`config.mk`:
```
export PLATFORM = sky130hd
export DESIGN_NAME = secuencia_generador
export DESIGN_NICKNAME = d
export VERILOG_FILES = /design/src/rtl/secuencia_generador.sv
export SDC_FILE = /design/constraint.sdc
export NUM_CORES = 1
export LEC_CHECK = 0
export ABC_AREA = 1
export CAP_MARGIN = 20
export CORE_ASPECT_RATIO = 1.75
export CORE_MARGIN = 3
export CORE_UTILIZATION = 61
export CTS_CLUSTER_SIZE = 12
export DETAILED_ROUTE_END_ITERATION = 10
export MAX_ROUTING_LAYER = met4
export PLACE_DENSITY = 0.92
export SLEW_MARGIN = 10
export SYNTH_ARGS = -nofsm -noshare
export SYNTH_HDL_FRONTEND = slang
export SYNTH_SLANG_ARGS = --single-unit
```
`constraint.sdc`:
```
create_clock -name clk -period 3.52 [get_ports clk]
set_input_delay 0.704 -clock clk [delete_from_list [all_inputs] [get_ports clk]]
set_output_delay 0.704 -clock clk [all_outputs]
set_load 0.01 [all_outputs]
```
`src/rtl/secuencia_generador.sv`:
```
// ============================================================================
// Module   : secuencia_generador
// Function : MSB-first serial pattern transmitter with tick pacing, repeats,
//            inter-burst gap, abort and start-rejection pulse.
// Revision : 1.0 - initial release
// ============================================================================
`default_nettype none

module secuencia_generador #(
    parameter int WIDTH = 8,
    parameter int RW    = 4,
    localparam int LW   = $clog2(WIDTH + 1)
) (
    input  logic             clk,
    input  logic             reset,
    input  logic             start,
    input  logic             abort,
    input  logic             tick,
    input  logic [WIDTH-1:0] pattern,
    input  logic [LW-1:0]    len,
    input  logic [RW-1:0]    reps,
    output logic             w,
    output logic             w_valid,
    output logic             busy,
    output logic             done,
    output logic             err
);

    localparam logic [LW-1:0] c_WIDTH_L = LW'(WIDTH);

    typedef enum logic [1:0] {
        S_IDLE  = 2'd0,
        S_SHIFT = 2'd1,
        S_GAP   = 2'd2,
        S_DONE  = 2'd3
    } state_t;

    state_t           r_state;
    logic [WIDTH-1:0] r_pat;
    logic [WIDTH-1:0] r_shreg;
    logic [LW-1:0]    r_len;
    logic [LW-1:0]    r_cnt;
    logic [RW-1:0]    r_rep;

    logic [LW-1:0]    w_len_eff;
    logic [WIDTH-1:0] w_aligned;

    // Left-align the pattern so the first bit always sits at the MSB.
    always_comb begin
        w_len_eff = (len > c_WIDTH_L) ? c_WIDTH_L : len;
        w_aligned = pattern << (c_WIDTH_L - w_len_eff);
    end

    always_ff @(posedge clk) begin
        if (reset) begin
            r_state <= S_IDLE;
            r_pat   <= '0;
            r_shreg <= '0;
            r_len   <= '0;
            r_cnt   <= '0;
            r_rep   <= '0;
            w       <= 1'b0;
            w_valid <= 1'b0;
            busy    <= 1'b0;
            done    <= 1'b0;
            err     <= 1'b0;
        end else begin
            done <= 1'b0;
            err  <= 1'b0;
            case (r_state)
                S_IDLE: begin
                    w       <= 1'b0;
                    w_valid <= 1'b0;
                    busy    <= 1'b0;
                    if (start && !abort) begin
                        if (len == '0) begin
                            err <= 1'b1;
                        end else begin
                            r_pat   <= w_aligned;
                            r_len   <= w_len_eff;
                            r_rep   <= reps;
                            r_shreg <= w_aligned << 1;
                            r_cnt   <= w_len_eff - LW'(1);
                            w       <= w_aligned[WIDTH-1];
                            w_valid <= 1'b1;
                            busy    <= 1'b1;
                            r_state <= S_SHIFT;
                        end
                    end
                end
                S_SHIFT: begin
                    if (abort) begin
                        r_state <= S_IDLE;
                        w       <= 1'b0;
                        w_valid <= 1'b0;
                        busy    <= 1'b0;
                    end else if (tick) begin
                        if (r_cnt != '0) begin
                            w       <= r_shreg[WIDTH-1];
                            r_shreg <= r_shreg << 1;
                            r_cnt   <= r_cnt - LW'(1);
                        end else if (r_rep != '0) begin
                            r_rep   <= r_rep - RW'(1);
                            r_shreg <= r_pat;
                            r_cnt   <= r_len - LW'(1);
                            w       <= 1'b0;
                            w_valid <= 1'b0;
                            r_state <= S_GAP;
                        end else begin
                            w       <= 1'b0;
                            w_valid <= 1'b0;
                            busy    <= 1'b0;
                            done    <= 1'b1;
                            r_state <= S_DONE;
                        end
                    end
                end
                S_GAP: begin
                    if (abort) begin
                        r_state <= S_IDLE;
                        w       <= 1'b0;
                        w_valid <= 1'b0;
                        busy    <= 1'b0;
                    end else if (tick) begin
                        w       <= r_shreg[WIDTH-1];
                        r_shreg <= r_shreg << 1;
                        w_valid <= 1'b1;
                        r_state <= S_SHIFT;
                    end
                end
                S_DONE: begin
                    w       <= 1'b0;
                    w_valid <= 1'b0;
                    busy    <= 1'b0;
                    r_state <= S_IDLE;
                end
                default: begin
                    r_state <= S_IDLE;
                end
            endcase
        end
    end

endmodule

`default_nettype wire
```
* Word-level counts from Yosys, hierarchy flattened
Cells that the tools add are included.
Word-level totals: register bits 35, output and inout bits 5, word-level logic and storage cells 115
Operators by class: add/sub/neg operators 5, magnitude comparators 1, equal/unequal tests 17, shift operators 1, mux-type cells 57, bitwise logic cells 5, reductions and logical operators 18
Operators with widths (count):
- two-way mux 8 bit | 8
- two-way mux 4 bit | 13
- case mux 8 bit (3 select lines) | 1
- two-way mux 1 bit | 22
- != test 2 bit, second input constant | 9
- case mux 4 bit (2 select lines) | 2
- subtractor 4 x 1 -> 4 bit, second input constant | 4
- != test 3 bit, second input constant | 5
- two-way mux 2 bit | 7
- case mux 1 bit (4 select lines) | 3
- case mux 2 bit (4 select lines) | 1
- AND reduction 8 bit | 1
- nonzero test 4 bit | 2
- << shifter 8 x 4 -> 8 bit | 1
- AND reduction 7 bit | 1
- AND reduction 3 bit | 2
- AND reduction 6 bit | 1
- NOT 1 bit | 5
- AND reduction 5 bit | 1
- OR reduction 5 bit | 1
- equality test 2 bit, second input constant | 2
- greater-than comparator 4 bit, second input constant | 1
- logical NOT 4 bit | 1
- AND reduction 4 bit | 1
- other kinds (9) | 9

* Longest topological paths before layout
depth after elaboration 7, mapped depth 14, depth with buffers taken out 14

* Least setup slack after synthesis
OpenSTA, ideal clock, no wires.
path type input-to-reg, from input port len[3], to register r_shreg[3], library setup time 0.115 ns, arrival time 2.002 ns, path slack 1.404 ns, stages 12, cell sequence inv_2 -> buf_4 -> nand2_2 -> buf_6 -> ha_1 -> inv_1 -> nand3_1 -> and2_1 -> nand3_1 -> nand2_1 -> nor2_1 -> nor2_1
On the way: longest elaborated chain between the ends 7, elaborated cells between the ends (all ways) 10
RTL lines:
- start: declaration | RTL line 20 | input logic [LW-1:0] len,
- greater-than comparator 4 bit | RTL line 50 | w_len_eff = (len > c_WIDTH_L) ? c_WIDTH_L : len;
- two-way mux 4 bit | RTL line 50
- subtractor 4 bit | RTL line 51 | w_aligned = pattern << (c_WIDTH_L - w_len_eff);
- << shifter 8 x 4 -> 8 bit | RTL line 51
- two-way mux 8 bit | RTL line 76 | if (len == '0) begin
- two-way mux 8 bit | RTL line 75 | if (start && !abort) begin
- case mux 8 bit (3 select lines) | RTL line 70 | case (r_state)
- end signal: assignment | RTL line 82 | r_shreg <= w_aligned << 1;
- end signal: assignment | RTL line 100 | r_shreg <= r_shreg << 1;
- end signal: assignment | RTL line 104 | r_shreg <= r_pat;
- end: declaration | RTL line 40 | logic [WIDTH-1:0] r_shreg;
Several ways; a longest one is shown, not always the timed one. The select of a mux whose other input is x is not followed. A chain may end at the register's enable or synchronous reset.

* Worst setup path after layout
from input port len[0], to register r_shreg[7]
The elaborated chain is that of the path after synthesis.

==> flow_summary.json <==
{
  "ys_types": 32,
  "synth_top_cell_by_area": "dfxtp_1",
  "power.switching_w": 0.00112,
  "syn_avg_cell_area_um2": 6.20,
  "dp_hpwl_mm": 4.56,
  "drt_first_pass_iters": 4,
  "routed_wl_mm": 6.02,
  "grt_pass1_wl_mm": 10.1,
  "fin_crit_sh_pct": 72.3,
  "vias": 2521,
  "io_buffers": 25,
  "cp.arrival_ns": 2.74,
  "final_area_um2": 2700,
  "viasPerCell": 5.60,
  "detail_route.drc_violations": 0,
  "yosys_warnings": 0,
  "synthCells": 382,
  "synth_seq_cells": 35,
  "grt_overflow": 0,
  "cts_hold_buffers": 0,
  "final.setup.tns_ns": 0,
  "hold_class": "flip-flop to flip-flop",
  "relSlewSlack_pct": 49.6,
  "drive_gt1_share_pct": 8.66,
  "fmax_mhz": 393,
  "clock_sinks": 35,
  "maxSlewViolCount": 0,
  "fin_util_pct": 73.5,
  "max_slew.worst_pin.slew_ns": 0.754,
  "powerDensity_nw_per_um2": 826,
  "end_kind": "flip-flop",
  "fp.dieH_um": 88.5,
  "power_leakage_nw": 1.25,
  "clk_latency_ns": 0.29,
  "cts_buffer_depth": 2,
  "syn-cell-area_um2": 2370,
  "fillCellCount": 335,
  "wl_per_cell_um": 13.4,
  "grtUsageTotal_pct": 29.2,
  "ys_seq_area_share_pct": 29.6,
  "die_x_um": 53.1,
  "grt_max_degree": 27,
  "mostFrequentLayoutCell": "nand2_1",
  "rsz0062_at_grt": "no",
  "rows": 29,
  "htree_levels": 2,
  "cts_resized": 0,
  "worst_clock_skew_ns": 0.00746,
  "final_antenna_net_count": 0,
  "swShare_pct": 50.2,
  "io_pins": 26,
  "drt-initial-drc-count": 108,
  "postPlaceCellArea_um2": 2610,
  "path_clk_slew_ns": 0.07,
  "gp_congestion": 0.911,
  "power.share.clock_pct": 12.7,
  "critPathKind": "input pin to flip-flop",
  "peakVddDrop_uv": 663,
  "antenna_found_initial": 0,
  "power.internal_w": 0.00111,
  "cp_max_fo": 7,
  "layout_common_cells": "104 x nand2_1, 44 x nor2_1, 42 x nand3_1, 38 x inv_1, 35 x dfxtp_1",
  "cts_tree": "done",
  "seqPwrFrac_pct": 26.5,
  "cts_root_buf": "clkbuf_8",
  "initial_utilization_pct": 64.7,
  "dieArea_um2": 4700,
  "synth_top_area_share_pct": 29.6,
  "combPwrFrac_pct": 60.8,
  "cts_made_buffers": 5,
  "crit_path_start_kind": "input pin",
  "areaGrowthSynthToFinish_pct": 13.7,
  "n_antenna_cell": 0,
  "status": "completed",
  "grt_pass1_vias": 2549,
  "cts_setup_buffers": 0,
  "finalSetupViolCount": 0,
  "layout.nets": 432,
  "synth_fp_nets": 411,
  "post-route-min-period_ns": 2.54,
  "core_um2": 3660,
  "drv_cap": 0,
  "cp.required_ns": 3.71,
  "synthTopCellsByArea": "dfxtp_1 30%, nand2_1 16%, nand3_1 8.9%",
  "hold_violations": 0
}
## cells in the mapped netlist
| master | number |
|---|---|
| nand2_1 | 104 |
| nor2_1 | 44 |
| nand3_1 | 42 |
| inv_1 | 38 |
| dfxtp_1 | 35 |
| a21oi_1 | 22 |
| o21ai_1 | 19 |
| o21ai_0 | 13 |
| inv_2 | 9 |
| ha_1 | 8 |
| buf_2 | 5 |
| nand2_2 | 5 |
| nor2_4 | 4 |
| o22ai_1 | 4 |
| a211oi_1 | 3 |
| nand4_1 | 3 |
| nor2_2 | 3 |
| and2_1 | 2 |
| buf_4 | 2 |
| buf_6 | 2 |
| clkbuf_1 | 2 |
| nand3_2 | 2 |
| nand3b_1 | 2 |
| a21o_1 | 1 |
| a21oi_2 | 1 |
| buf_1 | 1 |
| nand2_4 | 1 |
| nand3_4 | 1 |
| nor3_1 | 1 |
| nor3b_1 | 1 |
| o211ai_1 | 1 |
| xnor2_1 | 1 |
## metrics by stage
| step | total power, W | hold slack [ns] | instances | setup WS, ns |
|---|---|---|---|---|
| finish | 0.00223 | 0.469 | 450 | 0.976 |
| global route | 0.00243 | 0.492 | 450 | 0.799 |
| CTS | 0.00222 | 0.471 | 450 | 0.971 |
| detailed placement | 0.00193 | 0.461 | 442 | 0.681 |
| global placement | 0.00189 | 0.459 | 442 | 0.743 |
| floorplan | 0.00166 | 0.446 | 382 | 1.40 |
## logic make-up (layout without fill, tap and decap cells)
group,after synthesis,in the layout,share of synthesized area [%]
AO/OA/AOI/OAI,64,64,14.4
buffers and inverters,59,81,10.6
XOR/XNOR,1,1,0.370
flip-flops,35,35,29.6
adder cells (fa/ha/maj),8,8,4.22
AND/OR/NAND/NOR,215,215,40.9
## power groups by stage
stage	registers [W]	logic, W	clock network (W)
floorplan	0.000583	0.00107	0
global placement	0.000591	0.00130	0
detailed placement	0.000595	0.00133	0
CTS	0.000589	0.00135	0.000286
global route	0.000601	0.00153	0.000302
finish	0.000590	0.00135	0.000283
## final timing paths
kind,from,endpoint,slack (ns),cells past startpoint
max,len[0],r_shreg[7],0.98,14
min,r_len[1],r_len[1],0.47,2
max reg2reg,r_state[1],r_shreg[4],1.52,11
min reg2reg,r_len[1],r_len[1],0.47,2
## per-layer routing
layer  vias to the layer above  wire, µm  track usage [%]
met5                         -         0                -
met4                         0       408             24.2
met3                        44       263             4.89
met2                        93      3130             51.2
met1                      1113      2220             26.3
li1                       1271         -                -
## area by class of cell
| cell class | instances | area [µm²] | area share (%) |
|---|---|---|---|
| inverter | 47 | 176 | 6.55 |
| clock buffer | 5 | 68.8 | 2.55 |
| multi-input combinational | 288 | 1420 | 52.6 |
| timing repair buffer | 26 | 258 | 9.56 |
| sequential | 35 | 701 | 26.0 |
| tap | 46 | 57.6 | 2.14 |
| clock inverter | 3 | 15.0 | 0.557 |
## state kept, by name (all words and copies together) (netlist names)
name / flops
w: 1
r_state: 2
w_valid: 1
r_rep: 4
r_pat: 8
r_shreg: 8
err: 1
r_cnt: 4
busy: 1
done: 1
r_len: 4
## critical path, cell delays in order
cell and delay (ns):
clkdlybuf4s50_1 0.53, nor2_2 0.20, nand2_1 0.07, nand2_1 0.06
nand2_1 0.10, ha_1 0.41, inv_1 0.14, nand3_1 0.10
nand3_1 0.09, nand2_1 0.08, nand3_1 0.07, nand3_1 0.07
nand2_1 0.08, inv_1 0.04
Note: power is estimated with default switching activity, not from simulation.
